**src/rtl/even_clk_div6.sv**
```systemverilog
// even_clk_div6: even-ratio clock divider, out_clk = clk/DIV at 50% duty, driven straight from a flop.
module even_clk_div6 #(
  parameter int DIV = 6
) (
  input  logic clk,
  input  logic rst_n,
  output logic out_clk
);
  localparam int HALF = DIV / 2;
  localparam int CW = (HALF > 1) ? $clog2(HALF) : 1;
  if ((DIV < 2) || (DIV % 2 != 0)) begin : g_bad_div
    $fatal(1, "even_clk_div6: DIV must be an even integer >= 2");
  end
  logic [CW-1:0] cnt;
  // rst_n is active-high despite its name
  always_ff @(posedge clk or posedge rst_n) begin
    if (rst_n) begin
      cnt <= '0;
      out_clk <= 1'b0;
    end else if (cnt == CW'(HALF - 1)) begin
      cnt <= '0;
      out_clk <= ~out_clk;
    end else begin
      cnt <= cnt + CW'(1);
    end
  end
endmodule

```
**config.mk**
```make
export PLATFORM = sky130hd
export DESIGN_NAME = even_clk_div6
export DESIGN_NICKNAME = d
export VERILOG_FILES = /design/src/rtl/even_clk_div6.sv
export SDC_FILE = /design/constraint.sdc
export NUM_CORES = 1
export LEC_CHECK = 0
export ABC_CLOCK_PERIOD_IN_PS = 1000
export CAP_MARGIN = 20
export CORE_AREA = 2 2 39 41
export CTS_BUF_LIST = sky130_fd_sc_hd__clkbuf_8
export CTS_CLUSTER_DIAMETER = 150
export DETAILED_ROUTE_END_ITERATION = 10
export DIE_AREA = 0 0 41 43
export PLACE_DENSITY_LB_ADDON = 0.12
export RECOVER_POWER = 25
export SLEW_MARGIN = 5
export SYNTH_ARGS = -nofsm -noshare
export SYNTH_HDL_FRONTEND = slang
export SYNTH_SLANG_ARGS = --single-unit
export TNS_END_PERCENT = 10
```
**constraint.sdc**
```tcl
create_clock -name clk -period 1 [get_ports clk]
set_input_delay 0.2 -clock clk [delete_from_list [all_inputs] [get_ports clk]]
set_output_delay 0.2 -clock clk [all_outputs]
set_load 0.05 [all_outputs]
```
==> results.md <==
- Outcome: finished, final reports clean
- Root buf cell: clkbuf_8
- CTS tree: done
- WL per Instance: 6.26 um
- Fin cells: 31
- Core area: 1380 um2
- Vias per std cell: 2.42
- Die area: 1760 um2
- Yosys warning count: 0
- Vias: 75
- Top delay family on crit path: flip-flops
- Critical Path Source: out_clk$_DFFE_PP0N_
- Nets: 18
- Die Width: 41 um
- Cell area after synthesis: 119 um2
- Slew Limit Fails: 0
- Max_cap viols: 0
- Critical Path RT: 800 ps
- Worst Tran Pin Value: 164 ps
- Initial antenna violation count: 0
- Crit path largest cell delay: 390 ps
- Crit path cell chain: buf_12
- Critical Path AT: 760 ps
- CP bufs+invs: 1
- Synth top area cells: dfrtp_1, xnor2_2, nand2b_4, nor2b_1, inv_1
- Initial DRT Pass Iterations: 1
- Antenna-violating nets left: 0
- Yosys cell types: 6
- Clock Pin Slew Worst Setup and Hold Paths: 30 ps
- Die height: 43 um
- Post-Route WL: 194 um
- Worst vdd ir: 1160 uV
- Crit path launch type: flip-flop
- Dpl cell area: 169 um2
- Final Hold Violating Endpoints: 0
- Fin crit period: 963 ps
- Iteration-0 DRC Markers: 0
- Longest Clk Path Bufs: 2
- Htree depth: 1
- Dpl cells: 26
- DRC: 0
- Rows: 14
- Worst R2R Start: out_clk$_DFFE_PP0N_
- Largest net degree at the start of global routing: 4
- Gr usage total: 3.22%
- Clock Latency Late Sink: 210 ps
- CTS Buf Count: 3
- Setup TNS: 0 ps
- Mapped Nets: 10
- Tcrit/Tclk final: 96.3%
- Final instance area: 221 um2
- Post-synthesis sequential area ratio: 63.2%
- GPL Wtd Cong: 0.605
- Largest fanout on the critical path: 2
- Vias in the first global route: 67
- Crit Path Class: flip-flop to output port
- Syn-to-layout area delta: 86.3%
- Antenna Cells: 0
- Overall power: 0.000459 W
- Synth top area share: 63.2%
- Post-DP HPWL: 128 um
- Yosys top cell by area: dfrtp_1
- Rel. slew slack: 89.1%
- First-pass GRT wire length: 282 um
- Synth Instances: 8
- Power Dens Cells: 2070 nW/um2
- Most frequent cells in the layout: clkbuf_8, dfrtp_1, inv_1
- # port buffers: 2
- Slowest-stage cell, CP: dfrtp_1
- HP Class: input port to async pin
- Clock Sinks: 3
- Final Util: 16.0%
- Ratio of cells with drive above 1 in the final layout: 46.7%
- Post-synthesis register bit count: 3
- Final setup fails: 0
- Setup crit end kind: output port
- Worst clock skew: 2.86 ps
- RSZ-0062 raised after global routing: no
- Total grt overflow: 0
- Io pins: 3
- Leakage: 0.115 nW
- Maximum operating frequency: 1040 MHz
- Initial core utilization: 8.59%
- Syn Area/Cell: 14.9 um2
power breakdown:
group	total (W)	leakage [nW]	internal (W)	switching (W)
Combinational	0.00000576	0.0497	0.00000287	0.00000289
Sequential	0.000122	0.0379	0.000122	0
Clock	0.000331	0.0269	0.000260	0.0000707
cells in the mapped netlist:
| master | count |
|---|---|
| dfrtp_1 | 3 |
| nand2b_4 | 1 |
| nor2b_1 | 1 |
| nor2_1 | 1 |
| xnor2_2 | 1 |
| inv_1 | 1 |
layout make-up:
class | count | area, um2
Clock buffer | 3 | 41.3
Clock inverter | 1 | 3.75
Fill cell | 156 | 1160
Inverter | 1 | 3.75
Multi-Input combinational cell | 4 | 40.0
Sequential cell | 3 | 75.1
Tap cell | 16 | 20.0
Timing Repair Buffer | 3 | 37.5
per-layer routing:
metal | global-route usage, % | share of wire, % | vias to the layer above
li1 | - | - | 36
met1 | 3.56 | 44 | 34
met2 | 1.88 | 33 | 5
met3 | 7.85 | 22 | 0
met4 | 0 | 0 | 0
met5 | 0 | 0 | -
path summary, 6_finish.rpt:
check | to | slack [ps] | cells after the start
hold reg to reg | cnt[0]$_DFF_PP0_ | 460 | 1
hold / removal | out_clk$_DFFE_PP0N_ | 300 | 2
max in group asynchronous | cnt[0]$_DFF_PP0_ | 560 | 2
min in group clk | cnt[0]$_DFF_PP0_ | 460 | 1
setup reg to reg | out_clk$_DFFE_PP0N_ | 220 | 2
setup / recovery | out_clk | 40 | 1
worst register-to-register path, stage by stage, from the launching register on:
cell	delay, ps
dfrtp_1	390
buf_4	150
xnor2_2	120
metrics by stage:
stage / setup slack [ps] / hold slack [ps]
floorplan: 88.4 / -46.4
detailed placement: 218 / 384
global placement: 211 / 385
CTS: 30.5 / 171
global route: 19.3 / 319
finish: 36.6 / 302
flip-flops by register name (all words and copies together), names as in the netlist:
signal   count
out_clk      1
cnt          2
cell families (layout without fill, tap and decap cells):
| logic type | count (synthesis) | count (layout) | share of synthesized area (%) |
|---|---|---|---|
| XOR/XNOR | 1 | 1 | 13.7 |
| buffers and inverters | 1 | 8 | 3.15 |
| flip-flops | 3 | 3 | 63.2 |
| AND/OR/NAND/NOR | 3 | 3 | 20.0 |
timing repair:
action                     CTS  global route
hold buffers                 0             0
hold endpoints to repair     0             0
setup endpoints to repair    1             0
gates resized for setup      0             0
setup buffers                1             0
No activity file was read; power rests on OpenSTA's default activity.
